--- src/rtl/bcd_subtractor_serial_if.sv ---
// Handshake and operand/result bundle for the digit-serial BCD subtractor.
//
// Signals:
//   start    - request pulse from the controller, sampled by the subtractor in IDLE
//   a, b     - packed BCD minuend / subtrahend, digit 0 in [3:0]
//   busy     - subtraction or magnitude-correction pass in progress
//   done     - one-cycle pulse when diff/negative/invalid are valid
//   diff     - packed BCD magnitude |a - b|
//   negative - a < b (never set together with a zero diff)
//   invalid  - an operand nibble was greater than 9
//
// Modports: master = controller side, slave = subtractor side.
interface bcd_subtractor_serial_if #(
  parameter int DIGITS = 4
) ();

  logic                  start;
  logic [4*DIGITS-1:0]   a;
  logic [4*DIGITS-1:0]   b;
  logic                  busy;
  logic                  done;
  logic [4*DIGITS-1:0]   diff;
  logic                  negative;
  logic                  invalid;

  modport master (
    output start, a, b,
    input  busy, done, diff, negative, invalid
  );

  modport slave (
    input  start, a, b,
    output busy, done, diff, negative, invalid
  );

endinterface

--- src/rtl/bcd_subtractor_serial.sv ---
// Digit-serial BCD subtractor producing |a - b| plus a sign flag.
// One digit is processed per clock, least significant digit first. When the
// borrow out of the top digit shows a < b, a second pass ten's-complements
// the work register in place to turn the wrapped result into a magnitude.
//
// Ports:
//   clk   - system clock, rising edge
//   rst_n - asynchronous active-low reset
//   bus   - slave side of bcd_subtractor_serial_if (start/a/b in,
//           busy/done/diff/negative/invalid out, all outputs registered)
module bcd_subtractor_serial #(
  parameter int DIGITS = 4
) (
  input  logic                      clk,
  input  logic                      rst_n,
  bcd_subtractor_serial_if.slave    bus
);

  localparam int W     = 4 * DIGITS;
  localparam int IDX_W = (DIGITS > 1) ? $clog2(DIGITS) : 1;

  typedef enum logic [1:0] {
    S_IDLE,
    S_SUB,
    S_NEG,
    S_DONE
  } state_t;

  state_t           state_q;
  state_t           state_next;

  logic [W-1:0]     a_q;
  logic [W-1:0]     b_q;
  logic [W-1:0]     work_q;
  logic [IDX_W-1:0] idx_q;
  logic             borrow_q;

  logic             busy_q;
  logic             done_q;
  logic [W-1:0]     diff_q;
  logic             negative_q;
  logic             invalid_q;

  logic [IDX_W+1:0] nib_lsb;
  logic             last_digit;
  logic             in_bad;
  logic [3:0]       op_lhs;
  logic [3:0]       op_rhs;
  logic [4:0]       t;
  logic [3:0]       digit;
  logic             borrow_n;

  // True when any nibble of the packed vector is not a decimal digit.
  function automatic logic has_bad_nibble(input logic [W-1:0] v);
    has_bad_nibble = 1'b0;
    for (int i = 0; i < DIGITS; i++) begin
      if (v[i*4 +: 4] > 4'd9) has_bad_nibble = 1'b1;
    end
  endfunction

  assign nib_lsb    = {idx_q, 2'b00};
  assign last_digit = (idx_q == IDX_W'(DIGITS - 1));
  assign in_bad     = has_bad_nibble(bus.a) | has_bad_nibble(bus.b);

  // One BCD digit step. In SUB it is a[idx] - b[idx] - borrow; in NEG the
  // minuend is zero and the subtrahend is the work digit, which yields the
  // ten's complement of the wrapped result. A negative 5-bit result is
  // folded back into 0..9 by adding ten and raising the borrow.
  always_comb begin
    op_lhs   = 4'd0;
    op_rhs   = work_q[nib_lsb +: 4];
    if (state_q == S_SUB) begin
      op_lhs = a_q[nib_lsb +: 4];
      op_rhs = b_q[nib_lsb +: 4];
    end
    t        = {1'b0, op_lhs} - {1'b0, op_rhs} - {4'b0000, borrow_q};
    digit    = t[3:0];
    borrow_n = 1'b0;
    if (t[4]) begin
      digit    = t[3:0] + 4'd10;
      borrow_n = 1'b1;
    end
  end

  // Sequencing: invalid operands skip straight to DONE, a final borrow
  // diverts through the complement pass, everything else finishes after SUB.
  always_comb begin
    state_next = state_q;
    case (state_q)
      S_IDLE: if (bus.start) state_next = in_bad ? S_DONE : S_SUB;
      S_SUB:  if (last_digit) state_next = borrow_n ? S_NEG : S_DONE;
      S_NEG:  if (last_digit) state_next = S_DONE;
      S_DONE: state_next = S_IDLE;
      default: state_next = S_IDLE;
    endcase
  end

  always_ff @(posedge clk or negedge rst_n) begin
    if (!rst_n) state_q <= S_IDLE;
    else        state_q <= state_next;
  end

  // Datapath and registered outputs. done is raised on the edge that leaves
  // DONE, together with diff, so the result and the pulse appear together.
  always_ff @(posedge clk or negedge rst_n) begin
    if (!rst_n) begin
      a_q        <= '0;
      b_q        <= '0;
      work_q     <= '0;
      idx_q      <= '0;
      borrow_q   <= 1'b0;
      busy_q     <= 1'b0;
      done_q     <= 1'b0;
      diff_q     <= '0;
      negative_q <= 1'b0;
      invalid_q  <= 1'b0;
    end else begin
      done_q <= (state_q == S_DONE);
      busy_q <= (state_next == S_SUB) || (state_next == S_NEG);
      case (state_q)
        S_IDLE: begin
          if (bus.start) begin
            a_q        <= bus.a;
            b_q        <= bus.b;
            work_q     <= '0;
            idx_q      <= '0;
            borrow_q   <= 1'b0;
            diff_q     <= '0;
            negative_q <= 1'b0;
            invalid_q  <= in_bad;
          end
        end
        S_SUB: begin
          work_q[nib_lsb +: 4] <= digit;
          if (last_digit) begin
            idx_q    <= '0;
            borrow_q <= 1'b0;
            if (borrow_n) negative_q <= 1'b1;
          end else begin
            idx_q    <= idx_q + 1'b1;
            borrow_q <= borrow_n;
          end
        end
        S_NEG: begin
          work_q[nib_lsb +: 4] <= digit;
          if (last_digit) begin
            idx_q    <= '0;
            borrow_q <= 1'b0;
          end else begin
            idx_q    <= idx_q + 1'b1;
            borrow_q <= borrow_n;
          end
        end
        S_DONE: begin
          diff_q <= work_q;
        end
        default: ;
      endcase
    end
  end

  assign bus.busy     = busy_q;
  assign bus.done     = done_q;
  assign bus.diff     = diff_q;
  assign bus.negative = negative_q;
  assign bus.invalid  = invalid_q;

endmodule

--- src/flat_wrapper.sv ---
// flat-port wrapper written by rule: the top's interface ports become plain ports
module bcd_subtractor_serial_flat 
#(
  parameter int DIGITS = 4
)
  (clk, rst_n, bus_start, bus_a, bus_b, bus_busy, bus_done, bus_diff, bus_negative, bus_invalid);
  bcd_subtractor_serial_if #(.DIGITS(DIGITS)) bus_i ();
  input  logic clk;
  input  logic rst_n;
  input wire logic [$bits(bus_i.start)-1:0] bus_start;
  input wire logic [$bits(bus_i.a)-1:0] bus_a;
  input wire logic [$bits(bus_i.b)-1:0] bus_b;
  output wire logic [$bits(bus_i.busy)-1:0] bus_busy;
  output wire logic [$bits(bus_i.done)-1:0] bus_done;
  output wire logic [$bits(bus_i.diff)-1:0] bus_diff;
  output wire logic [$bits(bus_i.negative)-1:0] bus_negative;
  output wire logic [$bits(bus_i.invalid)-1:0] bus_invalid;
  assign bus_i.start = bus_start;
  assign bus_i.a = bus_a;
  assign bus_i.b = bus_b;
  assign bus_busy = bus_i.busy;
  assign bus_done = bus_i.done;
  assign bus_diff = bus_i.diff;
  assign bus_negative = bus_i.negative;
  assign bus_invalid = bus_i.invalid;
  bcd_subtractor_serial #(.DIGITS(DIGITS)) u_core (.clk(clk), .rst_n(rst_n), .bus(bus_i));
endmodule
--- config.mk ---
export PLATFORM = sky130hd
export DESIGN_NAME = bcd_subtractor_serial_flat
export DESIGN_NICKNAME = d
export VERILOG_FILES = /design/src/rtl/bcd_subtractor_serial_if.sv /design/src/rtl/bcd_subtractor_serial.sv /design/src/flat_wrapper.sv
export SDC_FILE = /design/constraint.sdc
export NUM_CORES = 1
export LEC_CHECK = 0
export CAP_MARGIN = 10
export CORE_MARGIN = 8
export CORE_UTILIZATION = 35
export DETAILED_ROUTE_END_ITERATION = 12
export GPL_TIMING_DRIVEN = 0
export SLEW_MARGIN = 20
export SYNTH_ARGS = -nofsm -noshare
export SYNTH_HDL_FRONTEND = slang
export SYNTH_SLANG_ARGS = --single-unit
--- constraint.sdc ---
create_clock -name clk -period 6.5 [get_ports clk]
set_input_delay 0.65 -clock clk [delete_from_list [all_inputs] [get_ports clk]]
set_output_delay 0.65 -clock clk [all_outputs]
set_load 0.02 [all_outputs]
# After elaboration in Yosys (flattened, before gate mapping)
# Index checks and enable logic that the tools add are counted.
[totals]
output_inout_bits = 20
in_bits = 35
regBits = 73
[classes]
magnitude_cmp = 8
muxes = 31
n_shift = 5
add_sub_neg = 5
n_bitwise = 1
n_reduce_logical = 10
n_eq_ne = 9
[ops]
columns = ["cell", "count"]
rows = [
  ["$pmux 16 s2", 2],
  ["$shiftx 16x5->4", 3],
  ["$gt 4x4->1 const B", 8],
  ["$bwmux 16", 1],
  ["$mux 16", 1],
  ["$shift 4x6->16 const A", 1],
  ["$shiftx 4x6->16", 1],
  ["$mux 1", 14],
  ["$mux 2", 6],
  ["$mux 4", 3],
  ["$eq 2x2->1 const B", 4],
  ["$pmux 2 s4", 1],
  ["$neg 4->6", 1],
  ["$reduce_and 2->1", 3],
  ["$reduce_bool 2->1", 3],
  ["$sub 4x4->5", 1],
  ["$sub 5x1->5", 1],
  ["$add 4x4->4 const B", 1],
  ["$eq 2x1->1 const B", 2],
  ["$ne 2x1->1 const B", 2],
  ["$pmux 1 s2", 2],
  ["$pmux 2 s2", 1],
  ["$reduce_and 4->1", 1],
  ["$add 2x1->2 const B", 1],
  ["5 further kinds", 5],
]

# Depth between registers and ports, before layout
# Gate-level depths: netlist of run 1.
[depth]
depth_word = 11
ltp_mapped = 15

# Least setup slack after synthesis of run 1
# No wires, ideal clock.
[synth_path]
path_kind = "reg-to-reg"
from = "reg u_core.state_q[1]"
to = "reg u_core.work_q[11]"
slack_ns = 2.877
period_less_slack_ns = 3.623
arrival_time_ns = 3.493
path_stages_with_launch = 16
n_path_buf = 2
path_cell_list = "dfrtp_1 inv_1 ha_1 buf_2 buf_2 mux4_2 nand2_1 nand2_1 fa_1 fa_1 xnor2_1 ha_1 o21ai_0 o31ai_1 xnor2_1 o21ai_1"
[synth_between]
elab_chain_cells = 9
elab_cells_between_ends = 16
cone_classes = "add/sub: 3; eq/ne: 3; shift: 1; mux: 5; reduce/logical: 4"
[synth_lines]
columns = ["item", "line_no", "text"]
rows = [
  ["start: declaration", "bcd_subtractor_serial.sv:29", "state_t state_q;"],
  ["start signal: assignment", "bcd_subtractor_serial.sv:100", "else state_q <= state_next;"],
  ["$eq 2x1->1", "bcd_subtractor_serial.sv:72, bcd_subtractor_serial.sv:120", ""],
  ["$mux 4", "bcd_subtractor_serial.sv:72", "if (state_q == S_SUB) begin"],
  ["$sub 4x4->5", "bcd_subtractor_serial.sv:76", "t = {1'b0, op_lhs} - {1'b0, op_rhs} - {4'b0000, borrow_q};"],
  ["$sub 5x1->5", "bcd_subtractor_serial.sv:76", ""],
  ["$add 4x4->4", "bcd_subtractor_serial.sv:80", "digit = t[3:0] + 4'd10;"],
  ["$mux 4", "bcd_subtractor_serial.sv:79", "if (t[4]) begin"],
  ["$shiftx 4x6->16", "bcd_subtractor_serial.sv:134, bcd_subtractor_serial.sv:145", ""],
  ["$bwmux 16", "bcd_subtractor_serial.sv:134, bcd_subtractor_serial.sv:145", ""],
  ["$pmux 16 s2", "bcd_subtractor_serial.sv:120", "case (state_q)"],
  ["end signal: indexed assignment", "bcd_subtractor_serial.sv:134", "work_q[nib_lsb +: 4] <= digit;"],
  ["end signal: indexed assignment", "bcd_subtractor_serial.sv:145", "work_q[nib_lsb +: 4] <= digit;"],
  ["end: declaration", "bcd_subtractor_serial.sv:34", "logic [W-1:0] work_q;"],
]
# Parallel ways exist; a longest one is shown, timed or not.
# A chain may end at the register's enable or synchronous reset.

# Worst setup path after layout of run 1
# Same ends and word-level chain as after synthesis.

==> results of run 1 <==
cell usage after synthesis, types with 3 or more instances:
master    instances
mux2i_1          18
mux2_2           32
nor2_1            7
o21ai_0          46
xnor2_1           4
inv_1            13
nand4_1           5
a32oi_1          16
buf_2             4
mux4_1            4
nand3_1           3
o21ai_1           4
clkbuf_1         14
mux4_2            8
ha_1             13
a21oi_1           5
xor2_1            4
nand2_1          37
dfrtp_1          73
critical path, cell delays in order, from the launching register on:
cell,delay (ns)
dfrtp_1,0.42
inv_1,0.09
ha_1,0.14
buf_2,0.22
buf_2,0.29
mux4_2,0.54
nand2_1,0.08
nand2_1,0.08
fa_1,0.48
fa_1,0.46
xnor2_1,0.17
ha_1,0.23
o21ai_0,0.17
o31ai_1,0.11
xnor2_1,0.37
o21ai_1,0.14
layout make-up:
type | instances | area, um^2
tap | 140 | 175
sequential | 73 | 1830
buffer | 19 | 83.8
multi-input combinational | 222 | 1830
inverter | 13 | 48.8
timing repair buffer | 55 | 566
fill | 1022 | 5970
clock buffer | 11 | 141
clock inverter | 4 | 53.8
per-stage QoR:
| stage | setup WS [ns] | cell area, um^2 | instances | utilization |
|---|---|---|---|---|
| final | 2.37 | 4730 | 537 | 0.442 |
| after global routing | 2.10 | 4730 | 537 | 0.442 |
| after detailed placement | 2.40 | 4530 | 522 | 0.424 |
| after global placement | 2.28 | 4510 | 521 | 0.421 |
| after CTS | 2.34 | 4730 | 537 | 0.442 |
| after floorplan | 2.88 | 3790 | 327 | - |
path summary, 6_finish.rpt:
kind	slack, ns	to	start	cells after the start
setup / recovery	2.37	u_core.work_q[11]$_DFFE_PN0P_	u_core.state_q[1]$_DFF_PN0_	15
hold / removal	0.22	u_core.a_q[13]$_DFFE_PN0P_	rst_n	1
setup reg to reg	2.37	u_core.work_q[11]$_DFFE_PN0P_	u_core.state_q[1]$_DFF_PN0_	15
hold reg to reg	0.50	u_core.a_q[6]$_DFFE_PN0P_	u_core.a_q[6]$_DFFE_PN0P_	1
max in group asynchronous	5.73	u_core.work_q[14]$_DFFE_PN0P_	rst_n	2
min in group clk	0.50	u_core.a_q[6]$_DFFE_PN0P_	u_core.a_q[6]$_DFFE_PN0P_	1
sequential cells by signal (all words and copies together) (netlist names):
register / flops
u_core.bus.invalid: 1
u_core.state_q: 2
u_core.a_q: 16
u_core.work_q: 16
u_core.idx_q: 2
u_core.bus.busy: 1
u_core.bus.done: 1
u_core.borrow_q: 1
u_core.b_q: 16
u_core.bus.diff: 16
u_core.bus.negative: 1
layer usage:
layer  routed length (um)  part of all wire  global-route usage  up-vias
met2                 4310              0.47               0.219       78
met4                  149             0.016              0.0578        0
li1                     -                 -                   -     1336
met1                 4300              0.47               0.174     1396
met3                  409             0.045              0.0277       11
met5                    0                 0                   0        -
logic make-up after synthesis:
group,Yosys count
mux,62
compound gates,76
simple gates,61
flops,73
xor+xnor,8
fa+ha+maj,15
buf+inv,32
where the power goes:
part	switching [mW]	total, mW	internal, mW
combinational	0.706	1.24	0.535
clock	0.168	0.354	0.186
sequential	0.116	0.739	0.623
total	0.990	2.33	1.34
==> run_results.csv, run 1 <==
group,metric,value,unit
run_status,status,"finished clean",
route,route.detailed.drc,0,
power,ir_drop,265,uV
clocking,clk_pin_slew_worst_paths,0.08,ns
place,place_congestion,0.851,
power,total_power,2.33,mW
die,initial_core_util,0.354,
job,cap_violations,0,
global_routing,overflow,0,
clocking,numCtsBuffers,9,
synthesis,avgSynthCellArea,11.6,um^2
route,first_pass_iters,4,
clocking,cts.repair.resized,0,
sta,rsz0062_at_grt,"no",
sta,maxSlewHeadroom,0.389,
sta,fmax,242,MHz
global_routing,antenna_found_initial,0,
die,rows,38,
clocking,cts_hold_buf,0,
sta,fin_tns_setup,0,ns
synthesis,ys_warn_count,0,
layout,layout-drive-gt1-share,0.156,
die,pin_count,55,
sta,min_period_over_period,0.636,
global_routing,grt_pass1_wl,15600,um
synthesis,yosysTopAreaCellShare,0.482,
clocking,cts_tree,"yes",
synthesis,syn-num-nets,377,
clocking,clock_latency,0.35,ns
sta,finalHoldViolations,0,
synthesis,syn_inst,327,
clocking,post_cts_buffers,0,
synthesis,synth-edff-count,0,
route,viasPerCell,5.25,
die,core_area,0.0107,mm^2
synthesis,synth-xor-area-share,0.0185,
worst_setup_path,crit_arrival,4.35,ns
sta,finalMaxSlewViolations,0,
worst_setup_path,worstSetupStartpointType,"flip-flop",
worst_setup_path,worst_setup_path_end_kind,"flip-flop",
die,die_w,120,um
synthesis,dominantRegCellSynth,"dfrtp_1",
route,drt_iter0_markers,113,
synthesis,synth_seq_cells,73,
synthesis,synth_largest_area_cell,"dfrtp_1",
layout,fin_nets,443,
synthesis,synth_area,0.00379,mm^2
clocking,root_buffer,"clkbuf_8",
worst_setup_path,crit_type,"reg2reg",
synthesis,ys_types,33,
sta,tightest_slew,0.904,ns
place,hpwl,7290,um
power,leakage,1.94,nW
global_routing,grt_max_degree,48,
die,die_h,120,um
route,wirelength,9170,um
synthesis,netlist_top_cells_area,"dfrtp_1 (48%), mux2_2 (9.5%), o21ai_0 (6.1%), mux2i_1 (4.8%), mux4_2 (4.8%)",
global_routing,grt_usage,0.136,
route,antenna_left,0,
worst_setup_path,required,6.71,ns
global_routing,grt_pass1_vias,3062,
synthesis,synth-compound-area-share,0.122,
synthesis,synth.mux.area_fraction,0.218,
sta,holdWs,0.216,ns
synthesis,ys_seq_area_frac,0.482,
clocking,cts.sinks,73,
sta,period_minus_slack,4.13,ns
synthesis,yosys.area_share.simple,0.0716,
route,wl_per_cell,17.1,um
layout,antenna_cells,0,
synthesis,ys_async_sr_fraction,1.00,
synthesis,synth_top_family_by_area,"multiplexers",
sta,fin_skew,0.0102,ns
die,die-area,0.0144,mm^2
sta,finalSetupViolations,0,
power,powerDensity,494,mW/mm^2
place,portBuffers,54,
synthesis,synth_adder_area_share,0.0535,
layout,area_growth,24.7,%
layout,layout_commonest_cell,"dfrtp_1",
layout,layout_common_cells,"dfrtp_1 (73), clkdlybuf4s50_1 (53), o21ai_0 (46)",
clocking,htree_levels,3,
worst_setup_path,cp_max_fo,10,
worst_hold_path,hold_path.class,"in2async",
route,vias,2821,
clocking,clock_path_buffers,2,
Power figures use the tool's default switching activity.
==> run 2: changes to the inputs <==
clock period = 3.4 ns   (was 6.5 ns; I/O delays follow)
==> run_results.csv, run 2 (same netlist as run 1, synthesis figures left out) <==
group,metric,value,unit
layout,antenna_cells,0,
route,drt_iter0_markers,110,
worst_setup_path,crit_chain,"inv_2 -> ha_4 -> mux4_2 -> nand2_1 -> nand2_1 -> fa_2 -> fa_2 -> inv_2 -> ha_4 -> o21ai_4 -> o31ai_4 -> xnor2_1 -> buf_4 -> o21ai_1",
place,hpwl,7360,um
layout,layout_common_cells,"dfrtp_1 (72), clkdlybuf4s50_1 (53), o21ai_0 (45)",
global_routing,grt_usage,0.138,
layout,layout-drive-gt1-share,0.208,
power,ir_drop,560,uV
clocking,clk_pin_slew_worst_paths,0.09,ns
layout,num-fill-cells,1006,
route,first_pass_iters,4,
clocking,htree_levels,3,
route,wirelength,9380,um
worst_setup_path,crit_slowest_cell,"fa_2",
sta,period_minus_slack,3.23,ns
sta,finalSetupViolations,0,
sta,holdWs,0.463,ns
worst_setup_path,cp_max_fo,4,
die,rows,38,
sta,finalHoldViolations,0,
worst_setup_path,worstReg2RegEnd,"u_core.work_q[3]$_DFFE_PN0P_",
die,initial_core_util,0.354,
worst_setup_path,crit_arrival,3.47,ns
layout,fin_nets,449,
global_routing,grt_pass1_wl,15900,um
clocking,clock_latency,0.35,ns
worst_setup_path,r2r_slack,0.17,ns
power,leakage,1.99,nW
worst_setup_path,r2r_start,"u_core.state_q[1]$_DFF_PN0_",
global_routing,grt_max_degree,44,
worst_setup_path,worst_setup_path_end_kind,"flip-flop",
worst_setup_path,slowest_delay,0.55,ns
worst_setup_path,worstSetupStartpointType,"flip-flop",
sta,min_period_over_period,0.949,
job,cap_violations,0,
worst_setup_path,required,3.64,ns
route,viasPerCell,5.32,
worst_setup_path,worstRegToRegCells,14,
place,postPlaceCellArea,0.00454,mm^2
die,die_w,120,um
place,place_congestion,0.865,
layout,layout_commonest_cell,"dfrtp_1",
clocking,root_buffer,"clkbuf_8",
sta,fin_skew,0.0136,ns
die,die_h,120,um
sta,finalMaxSlewViolations,0,
layout,post-route-cell-area,0.00486,mm^2
global_routing,antenna_found_initial,0,
worst_setup_path,crit_type,"reg2reg",
clocking,numCtsBuffers,9,
sta,tightest_slew,1.12,ns
route,vias,2894,
run_status,status,"finished clean",
place,portBuffers,54,
route,antenna_left,0,
worst_hold_path,hold_path.class,"in2async",
sta,rsz0062_at_grt,"no",
power,total_power,4.94,mW
sta,maxSlewHeadroom,0.242,
die,die-area,0.0144,mm^2
die,pin_count,55,
clocking,cts_tree,"yes",
clocking,clock_path_buffers,2,
route,route.detailed.drc,0,
die,core_area,0.0107,mm^2
global_routing,overflow,0,
layout,area_growth,28.3,%
sta,fmax,310,MHz
route,wl_per_cell,17.2,um
global_routing,grt_pass1_vias,3159,
power,powerDensity,1020,mW/mm^2
clocking,cts.sinks,73,
## run 2: area by class of cell
class | instances | area [um^2] | area share
clock buffer | 9 | 124 | 0.0255
tap | 140 | 175 | 0.0360
multi-input combinational | 222 | 1910 | 0.393
timing repair buffer | 64 | 628 | 0.129
buffer | 16 | 70.1 | 0.0144
sequential | 73 | 1830 | 0.376
clock inverter | 7 | 77.6 | 0.0159
inverter | 13 | 48.8 | 0.0100
## run 2: metrics by stage
stage / TNS [ns] / std cells / util / worst slack (ns)
after floorplan: 0 / 327 / - / 0.0629
after global placement: -41.62 / 521 / 0.423 / -0.549
after detailed placement: -2.15 / 522 / 0.425 / -0.290
after CTS: 0 / 543 / 0.450 / 0.00812
after global routing: 0 / 544 / 0.455 / 0.0105
final: 0 / 544 / 0.455 / 0.173
## run 2: worst max-delay path: cells and delay by family, from the launching register on
family | cells | cell delay [ns]
AO/OA/AOI/OAI | 3 | 0.34
adder cells (fa/ha/maj) | 4 | 1.26
AND/OR/NAND/NOR | 2 | 0.16
multiplexers | 1 | 0.51
flip-flops | 1 | 0.40
XOR/XNOR | 1 | 0.16
buffers and inverters | 3 | 0.29
## run 2: layer usage
metal	share of wire	vias to the layer above	global-route usage	wire length, um
met1	0.46	1456	0.171	4320
met4	0.011	0	0.0539	100
li1	-	1350	-	-
met5	0	-	0	0
met2	0.48	80	0.222	4500
met3	0.049	8	0.0380	461
## run 2: what timing repair did
item	in CTS	in global routing
endpoints found under the setup margin	13	14
hold endpoints to repair	30	0
gates resized for setup	6	12
pin swaps	2	6
buffers inserted	5	3
hold buffers	1	0
## run 2: worst max-delay path by stage
stage               slack, ns                               to                         from
floorplan                0.06    u_core.work_q[11]$_DFFE_PN0P_  u_core.state_q[1]$_DFF_PN0_
global placement        -0.55  u_core.bus.diff[12]$_DFFE_PN0P_                        rst_n
detailed placement      -0.29     u_core.work_q[3]$_DFFE_PN0P_  u_core.state_q[1]$_DFF_PN0_
CTS                     0.008     u_core.work_q[7]$_DFFE_PN0P_  u_core.state_q[1]$_DFF_PN0_
global route             0.01    u_core.work_q[10]$_DFFE_PN0P_  u_core.state_q[1]$_DFF_PN0_
finish                   0.17     u_core.work_q[3]$_DFFE_PN0P_  u_core.state_q[1]$_DFF_PN0_
## run 2: report_power, final
part / switching [mW] / leakage (nW) / internal (mW)
clock: 0.353 / 0.100 / 0.345
combinational: 1.52 / 0.961 / 1.30
sequential: 0.227 / 0.931 / 1.19
total: 2.10 / 1.99 / 2.84
